File: config.mk
export PLATFORM = sky130hd
export DESIGN_NAME = instruction_encoder_loader
export DESIGN_NICKNAME = d
export VERILOG_FILES = /design/src/rtl/instruction_encoder_loader.sv
export SDC_FILE = /design/constraint.sdc
export NUM_CORES = 1
export LEC_CHECK = 0
export ABC_CLOCK_PERIOD_IN_PS = 1660
export BUFFER_PORTS_ARGS = -buffer_cell sky130_fd_sc_hd__buf_2
export CORE_AREA = 8 8 80 117
export CTS_CLUSTER_DIAMETER = 150
export DETAILED_ROUTE_END_ITERATION = 10
export DIE_AREA = 0 0 88 125
export GPL_TIMING_DRIVEN = 0
export PLACE_DENSITY = 0.75
export SETUP_SLACK_MARGIN = 0.05
export SLEW_MARGIN = 10
export SYNTH_ARGS = -nofsm -noshare
export SYNTH_HDL_FRONTEND = slang
export SYNTH_SLANG_ARGS = --single-unit
File: constraint.sdc
create_clock -name clk -period 1.66 [get_ports clk]
set_input_delay 0.166 -clock clk [delete_from_list [all_inputs] [get_ports clk]]
set_output_delay 0.166 -clock clk [all_outputs]
set_load 0.01 [all_outputs]
File: src/rtl/instruction_encoder_loader.sv
// Encodes symbolic instruction fields into 32-bit MIPS words and streams
// them into instruction memory at sequential word addresses.
module instruction_encoder_loader #(
  parameter int unsigned ADDR_W  = 10,
  parameter int unsigned COUNT_W = 8
) (
  input  logic               clk,
  input  logic               reset,
  input  logic               start,
  input  logic [ADDR_W-1:0]  base_addr,
  input  logic [COUNT_W-1:0] count,
  input  logic               in_valid,
  output logic               in_ready,
  input  logic [3:0]         in_op,
  input  logic [4:0]         in_rs,
  input  logic [4:0]         in_rt,
  input  logic [4:0]         in_rd,
  input  logic [15:0]        in_imm,
  input  logic [25:0]        in_target,
  output logic               mem_we,
  output logic [ADDR_W-1:0]  mem_addr,
  output logic [31:0]        mem_wdata,
  output logic               busy,
  output logic               done,
  output logic               err
);

  typedef enum logic [1:0] {
    S_IDLE,
    S_RUN,
    S_DONE
  } state_e;

  state_e              state_q, state_d;
  logic [ADDR_W-1:0]   addr_q, addr_d;
  logic [COUNT_W-1:0]  rem_q, rem_d;
  logic                err_q, err_d;
  logic                we_q;
  logic [ADDR_W-1:0]   waddr_q;
  logic [31:0]         wdata_q;

  logic                accept;
  logic [31:0]         enc_word;
  logic                enc_valid;

  assign in_ready  = (state_q == S_RUN);
  assign accept    = in_valid & in_ready;
  assign busy      = (state_q == S_RUN);
  assign done      = (state_q == S_DONE);
  assign err       = err_q;
  assign mem_we    = we_q;
  assign mem_addr  = waddr_q;
  assign mem_wdata = wdata_q;

  // Field encoder: each format only pulls in the fields it owns.
  always_comb begin
    enc_word  = '0;
    enc_valid = 1'b1;
    case (in_op)
      4'd0:  enc_word = {6'b100011, in_rs, in_rt, in_imm};
      4'd1:  enc_word = {6'b101011, in_rs, in_rt, in_imm};
      4'd2:  enc_word = {6'b000010, in_target};
      4'd3:  enc_word = {6'b000000, in_rs, 5'd0, 5'd0, 5'd0, 6'b001000};
      4'd4:  enc_word = {6'b000011, in_target};
      4'd5:  enc_word = {6'b000101, in_rs, in_rt, in_imm};
      4'd6:  enc_word = {6'b000100, in_rs, in_rt, in_imm};
      4'd7:  enc_word = {6'b001110, in_rs, in_rt, in_imm};
      4'd8:  enc_word = {6'b001000, in_rs, in_rt, in_imm};
      4'd9:  enc_word = {6'b000000, in_rs, in_rt, in_rd, 5'd0, 6'b100000};
      4'd10: enc_word = {6'b000000, in_rs, in_rt, in_rd, 5'd0, 6'b100010};
      4'd11: enc_word = {6'b000000, in_rs, in_rt, in_rd, 5'd0, 6'b101010};
      default: begin
        enc_word  = '0;
        enc_valid = 1'b0;
      end
    endcase
  end

  // Session control: next state, write pointer, remaining count, error flag.
  always_comb begin
    state_d = state_q;
    addr_d  = addr_q;
    rem_d   = rem_q;
    err_d   = err_q;
    case (state_q)
      S_IDLE: begin
        if (start) begin
          addr_d  = base_addr & ~ADDR_W'(3);
          rem_d   = count;
          err_d   = 1'b0;
          state_d = (count == '0) ? S_DONE : S_RUN;
        end
      end
      S_RUN: begin
        if (accept) begin
          addr_d = addr_q + ADDR_W'(4);
          rem_d  = rem_q - COUNT_W'(1);
          if (!enc_valid) err_d = 1'b1;
          if (rem_q == COUNT_W'(1)) state_d = S_DONE;
        end
      end
      S_DONE:  state_d = S_IDLE;
      default: state_d = S_IDLE;
    endcase
  end

  // Control state registers.
  always_ff @(posedge clk or posedge reset) begin
    if (reset) begin
      state_q <= S_IDLE;
      addr_q  <= '0;
      rem_q   <= '0;
      err_q   <= 1'b0;
    end else begin
      state_q <= state_d;
      addr_q  <= addr_d;
      rem_q   <= rem_d;
      err_q   <= err_d;
    end
  end

  // Memory write port: one registered write per accepted bundle.
  always_ff @(posedge clk or posedge reset) begin
    if (reset) begin
      we_q    <= 1'b0;
      waddr_q <= '0;
      wdata_q <= '0;
    end else begin
      we_q <= accept;
      if (accept) begin
        waddr_q <= addr_q;
        wdata_q <= enc_word;
      end
    end
  end

endmodule

==> results.py, run 1 <==
metrics = {
    "sta": {
        "hold_viol_final": 9,
        "worstMarginPinSlew_ps": 842,
        "timing.hold.ws_ps": -5.50,
        "rsz0062_at_grt": "true",
        "relSlewSlack_pct": 43.7,
        "slew_violations": 0,
        "fin_crit_ps": 1680,
        "setup_viol_count_final": 1,
        "clock_skew_ps": 2.88,
        "fin_ws_ps": -24.5,
        "max_freq_ghz": 0.594,
        "fin_crit_sh_pct": 101,
    },
    "synth": {
        "synth_cells": 338,
        "synth-edff-count": 0,
        "synth.distinct_cells": 51,
        "ys.flop_type": "dfrtp_1",
        "synthSimpleGateAreaFrac_pct": 14.0,
        "synth_area_per_cell_um2": 9.68,
        "synth_compound_area_share_pct": 30.3,
        "synth_xor_area_share_pct": 0.803,
        "ys_ff_latch": 59,
        "mappedNetlistArea_um2": 3270,
        "synth_top_area_share_pct": 45.1,
        "synth_fa_ha_area_share_pct": 1.15,
        "synthArstFlopShare_pct": 100,
        "seq_area_frac_synth_pct": 45.1,
        "synth_largest_area_cell": "dfrtp_1",
        "post_synth_main_area_contributors": "dfrtp_1 45%, a22o_1 5.1%, a21o_1 4.4%, o21ai_0 4.3%, a21oi_1 3.2%",
        "synth_top_family_by_area": "compound AO/OA/AOI/OAI gates",
        "yosysWarnings": 0,
        "yosys-mux-area-fraction_pct": 2.71,
    },
    "finish": {
        "layout.cells.non_filler": 592,
        "layout_commonest_cell": "buf_2",
        "final_layout_size_suffix_gt1_share_pct": 40.5,
        "area_growth_pct": 38.1,
        "final_util_pct": 58.3,
        "mostFrequentLayoutCells": "129 x buf_2, 58 x dfrtp_1, 28 x o21ai_0",
        "finalNetCount": 567,
    },
    "placed_design": {
        "gp_congestion": 0.884,
        "placed_cells": 568,
        "io_buffers": 122,
        "hpwl_um": 7720,
    },
    "pwr": {
        "p_sw_uw": 1660,
        "ir_worst_vdd_mv": 0.986,
        "leakage_uw": 0.00227,
        "clockPowerShare_pct": 34.4,
        "internal-power_uw": 3780,
        "switching_share_pct": 30.5,
        "power_frac_seq_pct": 38.7,
        "p_comb_share_pct": 26.9,
        "powerDensity_nw_per_um2": 1200,
    },
    "routing": {
        "vias": 3272,
        "ant_nets": 0,
        "drcViolationCount": 0,
        "dr.pass1.iters": 5,
        "wl_per_cell_um": 17.7,
        "wirelength_um": 10500,
        "drtIter0Drc": 164,
        "viasPerCell": 5.53,
    },
    "grt": {
        "grt_max_degree": 37,
        "grt_util_all_layers_pct": 18.8,
        "grt_pass1_vias": 3348,
        "globalRoute.totalOverflow": 0,
        "antenna_found_initial": 1,
        "grt_pass1_wl_um": 16200,
    },
    "clock_tree": {
        "clk_pin_slew_ps": 50,
        "cts-root-buf": "clkbuf_16",
        "numCtsBuffers": 9,
        "clockBufferDepth": 2,
        "tritoncts": "done",
        "cts.sinks": 59,
        "ctsHtreeMaxLevel": 3,
        "clk_latency_ps": 330,
        "postCtsHoldBufs": 0,
    },
    "floorplanning": {
        "start_util_pct": 42.2,
        "io_pins": 130,
        "rows": 40,
        "core_area_um2": 7760,
        "die_y_um": 125,
        "die_w_um": 88,
        "die_area_um2": 11000,
    },
    "setup_path": {
        "r2r-start": "rem_q[1]$_DFFE_PP0P_",
        "rrSetupSlack_ps": -20,
        "end_kind": "flop",
        "arrival_ps": 1940,
        "crit_fanout": 3,
        "required_ps": 1920,
        "startpoint_type": "flop",
        "crit_chain": "inv_2 > ha_4 > or3b_4 > or3_4 > a21oi_2 > a2bb2oi_2",
        "r2r_cells": 6,
        "max_stage_delay_ps": 390,
        "slowest_stage": "dfrtp_1",
        "critPathKind": "reg2reg",
        "r2r_end": "rem_q[6]$_DFFE_PP0P_",
    },
    "run": {
        "max_cap_viol_count": 0,
    },
    "min_path": {
        "hold_path_class": "in2async",
    },
    "outcome": {
        "violations": "negative hold slack, negative setup slack",
        "outcome": "complete, but fails checks",
    },
}
==> worst max-delay path: cells and delay by family (launching register included) <==
family,cells,cell delay (ps)
flops,1,390
compound gates,2,270
fa+ha+maj,1,120
simple gates,2,740
buf+inv,1,80
==> flip-flops by register name (all words and copies together) (netlist names) <==
signal and count:
mem_wdata 31, mem_addr 8, err 1, addr_q 8, rem_q 8, mem_we 1, state_q 2
==> power by group through the flow <==
stage               Clock (uW)  Sequential (uW)  Combinational [uW]
finish                    1870             2110                1460
floorplan                    0             2130                 772
CTS                       1900             2090                1400
detailed placement           0             2100                1340
global route              1950             2150                1610
global placement             0             2090                1300
==> how the worst max path moves through the flow <==
stage,cells past startpoint,end,startpoint
2_1_floorplan,6,rem_q[6]$_DFFE_PP0P_,rem_q[0]$_DFFE_PP0P_
3_3_place_gp,6,mem_wdata[7]$_DFFE_PP0P_,state_q[1]$_DFFE_PP0P_
3_5_place_dp,6,mem_wdata[16]$_DFFE_PP0P_,state_q[1]$_DFFE_PP0P_
4_1_cts,6,rem_q[6]$_DFFE_PP0P_,rem_q[1]$_DFFE_PP0P_
5_1_grt,6,rem_q[6]$_DFFE_PP0P_,rem_q[0]$_DFFE_PP0P_
6_report,6,rem_q[6]$_DFFE_PP0P_,rem_q[1]$_DFFE_PP0P_
==> per-stage QoR <==
stage	area [um2]	TNS (ps)	worst slack [ps]	total power (uW)
final	4520	-24.5	-24.5	5440
after global routing	4520	-282	-91.6	5720
after CTS	4450	-44.1	-40.1	5390
after detailed placement	4050	-4520	-256	3440
after global placement	4030	-3050	-190	3390
after floorplan	3290	-22.4	-22.4	2900
==> per-layer routing <==
layer  up-vias  global-route usage [%]  share of wire, %
li1       1552                       -                 -
met4         0                    9.67               1.9
met3        12                    3.87               6.5
met1      1583                    19.0                36
met2       125                    34.3                56
met5         -                       0                 0
==> Yosys cell counts, drive strengths merged (3+ instances only) <==
cell,number
o31ai,3
nand2,24
mux2,7
nor4,3
ha,3
nand3,5
o21ai,28
clkbuf,13
a22o,19
nor2,15
nor2b,5
nand2b,3
dfrtp,59
nor3,7
o21a,3
a21o,19
a22oi,12
inv,10
a21oi,21
o22ai,5
a221o,6
or3,3
o2bb2ai,3
xnor2,3
a2bb2oi,4
and4b,7
a31oi,7
buf,16
==> area by class of cell <==
type | instances | area (um2)
multi-input combinational | 242 | 1690
antenna | 1 | 2.50
inverter | 10 | 41.3
timing repair buffer | 131 | 694
clock buffer | 16 | 312
buffer | 28 | 175
sequential | 59 | 1480
fill | 678 | 3240
tap | 105 | 131
==> cell families (layout without fill, tap and decap cells) <==
kind of cell             count (synthesis)  after routing
AO/OA/AOI/OAI                          142            142
XOR/XNOR                                 3              3
adder cells (fa/ha/maj)                  3              3
buffers and inverters                   39            185
flip-flops                              59             59
multiplexers                             8              8
other                                    1              4
AND/OR/NAND/NOR                         83             83
==> timing repair <==
item / in CTS / in global routing
endpoints found under the hold margin: 0 / 0
pin swaps: 7 / 1
buffers inserted: 3 / 4
gates cloned: 0 / 1
setup endpoints to repair: 44 / 54
resized for setup: 20 / 18
Power figures use the tool's default switching activity.
==> run 2: changes to the inputs <==
--- a/config.mk
+++ b/config.mk
@@ -7,12 +7,13 @@
 export LEC_CHECK = 0
 export ABC_CLOCK_PERIOD_IN_PS = 1660
 export BUFFER_PORTS_ARGS = -buffer_cell sky130_fd_sc_hd__buf_2
-export CORE_AREA = 8 8 80 117
+export CORE_AREA = 8 8 79 116
+export CTS_BUF_LIST = sky130_fd_sc_hd__clkbuf_8
 export CTS_CLUSTER_DIAMETER = 150
 export DETAILED_ROUTE_END_ITERATION = 10
-export DIE_AREA = 0 0 88 125
+export DIE_AREA = 0 0 87 124
 export GPL_TIMING_DRIVEN = 0
-export PLACE_DENSITY = 0.75
+export PLACE_DENSITY = 0.76
 export SETUP_SLACK_MARGIN = 0.05
 export SLEW_MARGIN = 10
 export SYNTH_ARGS = -nofsm -noshare
==> results.py, run 2 (synthesis gave the netlist of run 1 again) <==
metrics = {
    "setup_path": {
        "startpoint_type": "flop",
        "arrival_ps": 1960,
        "crit_chain": "buf_4 > nor3_2 > nand2_1 > o311ai_0 > o211ai_1",
        "path_buf_inv": 1,
        "required_ps": 1860,
        "end_kind": "flop",
        "critPathKind": "reg2reg",
        "slowest_stage": "o311ai_0",
        "max_stage_delay_ps": 420,
        "crit_fanout": 4,
        "cpLargestDelayFamily": "compound AO/OA/AOI/OAI gates",
    },
    "pwr": {
        "ir_worst_vdd_mv": 0.776,
        "powerDensity_nw_per_um2": 1100,
        "leakage_uw": 0.00228,
    },
    "finish": {
        "mostFrequentLayoutCells": "127 x buf_2, 58 x dfrtp_1, 28 x o21ai_0",
        "area_growth_pct": 38.1,
        "finalNetCount": 575,
        "fin_area_um2": 4520,
        "fillers": 675,
        "layout_commonest_cell": "buf_2",
        "antenna_cells": 0,
        "final_layout_size_suffix_gt1_share_pct": 40.7,
        "largest_register_ffs": 31,
    },
    "routing": {
        "drtIter0Drc": 190,
        "viasPerCell": 5.57,
        "vias": 3319,
        "drcViolationCount": 0,
        "dr.pass1.iters": 5,
        "ant_nets": 0,
        "wirelength_um": 10500,
        "wl_per_cell_um": 17.6,
    },
    "sta": {
        "fin_crit_ps": 1750,
        "setup_viol_count_final": 2,
        "relSlewSlack_pct": 59.4,
        "slew_violations": 0,
        "hold_viol_final": 0,
        "clock_skew_ps": 4.28,
        "timing.hold.ws_ps": 13.8,
        "rsz0062_at_grt": "true",
        "worstMarginPinSlew_ps": 609,
        "max_freq_ghz": 0.570,
        "fin_ws_ps": -93.8,
        "fin_crit_sh_pct": 106,
    },
    "clock_tree": {
        "cts-root-buf": "clkbuf_8",
        "clockBufferDepth": 2,
        "clk_latency_ps": 350,
        "ctsHtreeMaxLevel": 3,
        "numCtsBuffers": 9,
        "cts.sinks": 59,
        "clk_pin_slew_ps": 70,
        "tritoncts": "done",
    },
    "min_path": {
        "hold_path_class": "in2reg",
    },
    "grt": {
        "antenna_found_initial": 0,
        "grt_max_degree": 22,
        "grt_util_all_layers_pct": 19.2,
        "grt_pass1_wl_um": 16200,
        "globalRoute.totalOverflow": 0,
        "grt_pass1_vias": 3409,
    },
    "outcome": {
        "outcome": "complete, but fails checks",
        "violations": "negative setup slack",
    },
    "floorplanning": {
        "core_area_um2": 7470,
        "die_area_um2": 10800,
        "start_util_pct": 43.8,
        "io_pins": 130,
        "die_w_um": 87,
        "rows": 39,
        "die_y_um": 124,
    },
    "run": {
        "max_cap_viol_count": 0,
    },
    "placed_design": {
        "gp_congestion": 0.894,
        "io_buffers": 122,
        "placed_area_um2": 4080,
        "hpwl_um": 7830,
    },
}
## run 2: changes by cell type in the layout (fill, tap and decap cells not counted), sizes merged
| cell | previous run | this run |
|---|---|---|
| diode | 1 | 0 |
| clkbuf | 29 | 27 |
| dlygate4sd3 | 0 | 4 |
| buf | 146 | 148 |
| inv | 9 | 12 |
| bufinv | 0 | 1 |
## run 2: final timing paths
check	startpoint	endpoint	slack, ps	cells past startpoint
hold / removal	in_rs[3]	mem_wdata[24]$_DFFE_PP0P_	10	2
min in group asynchronous	reset	mem_wdata[18]$_DFFE_PP0P_	400	3
hold reg to reg	mem_wdata[26]$_DFFE_PP0P_	mem_wdata[26]$_DFFE_PP0P_	470	2
max in group asynchronous	reset	mem_wdata[2]$_DFFE_PP0P_	620	5
setup reg to reg	rem_q[0]$_DFFE_PP0P_	rem_q[7]$_DFFE_PP0P_	-90	5
setup / recovery	rem_q[0]$_DFFE_PP0P_	rem_q[7]$_DFFE_PP0P_	-90	5
## run 2: area by class of cell
cell class                      instances  area (um2)  area share, %
Clock inverter                          4        41.3          0.913
Multi-Input combinational cell        242        1680           37.3
Clock buffer                           12         165           3.65
Tap cell                              102         128           2.82
Timing Repair Buffer                  139         798           17.7
Inverter                               10        41.3          0.913
Buffer                                 28         185           4.10
Sequential cell                        59        1480           32.7
## run 2: report_power, final
| part | leakage [uW] | internal, uW | total, uW | switching (uW) |
|---|---|---|---|---|
| Clock | 0.000116 | 800 | 1380 | 577 |
| Sequential | 0.000717 | 1790 | 2090 | 301 |
| Combinational | 0.00145 | 765 | 1510 | 750 |
| Total | 0.00228 | 3360 | 4990 | 1630 |
## run 2: worst reg2reg max path: cells and delay by family, from the launching register on
| family | cells | cell delay, ps |
|---|---|---|
| compound gates | 2 | 590 |
| simple gates | 2 | 460 |
| flops | 1 | 400 |
| buf+inv | 1 | 160 |
## run 2: per-layer routing
metal	routed length, um	GRT usage (%)	vias up
met5	0	0	-
li1	-	-	1579
met4	288	11.6	0
met2	5660	34.5	144
met3	801	5.02	23
met1	3710	19.6	1573
## run 2: stage by stage
stage               std cells  power [uW]  setup TNS, ps  setup WS (ps)  utilization (%)
detailed placement        566        3470          -3380           -222             54.7
finish                    596        4990           -130          -93.8             60.5
global placement          564        3390          -2220           -160             53.9
floorplan                 340        2900          -22.4          -22.4                -
CTS                       592        4980          -35.7          -35.7             59.5
global route              596        5270           -598           -238             60.5
## run 2: timing repair
item,4_1_cts,5_1_grt
endpoints found under the hold margin,22,1
gates resized for setup,24,18
endpoints found under the setup margin,43,46
buffers inserted,7,4
pin swaps,5,1
hold buffers,3,1
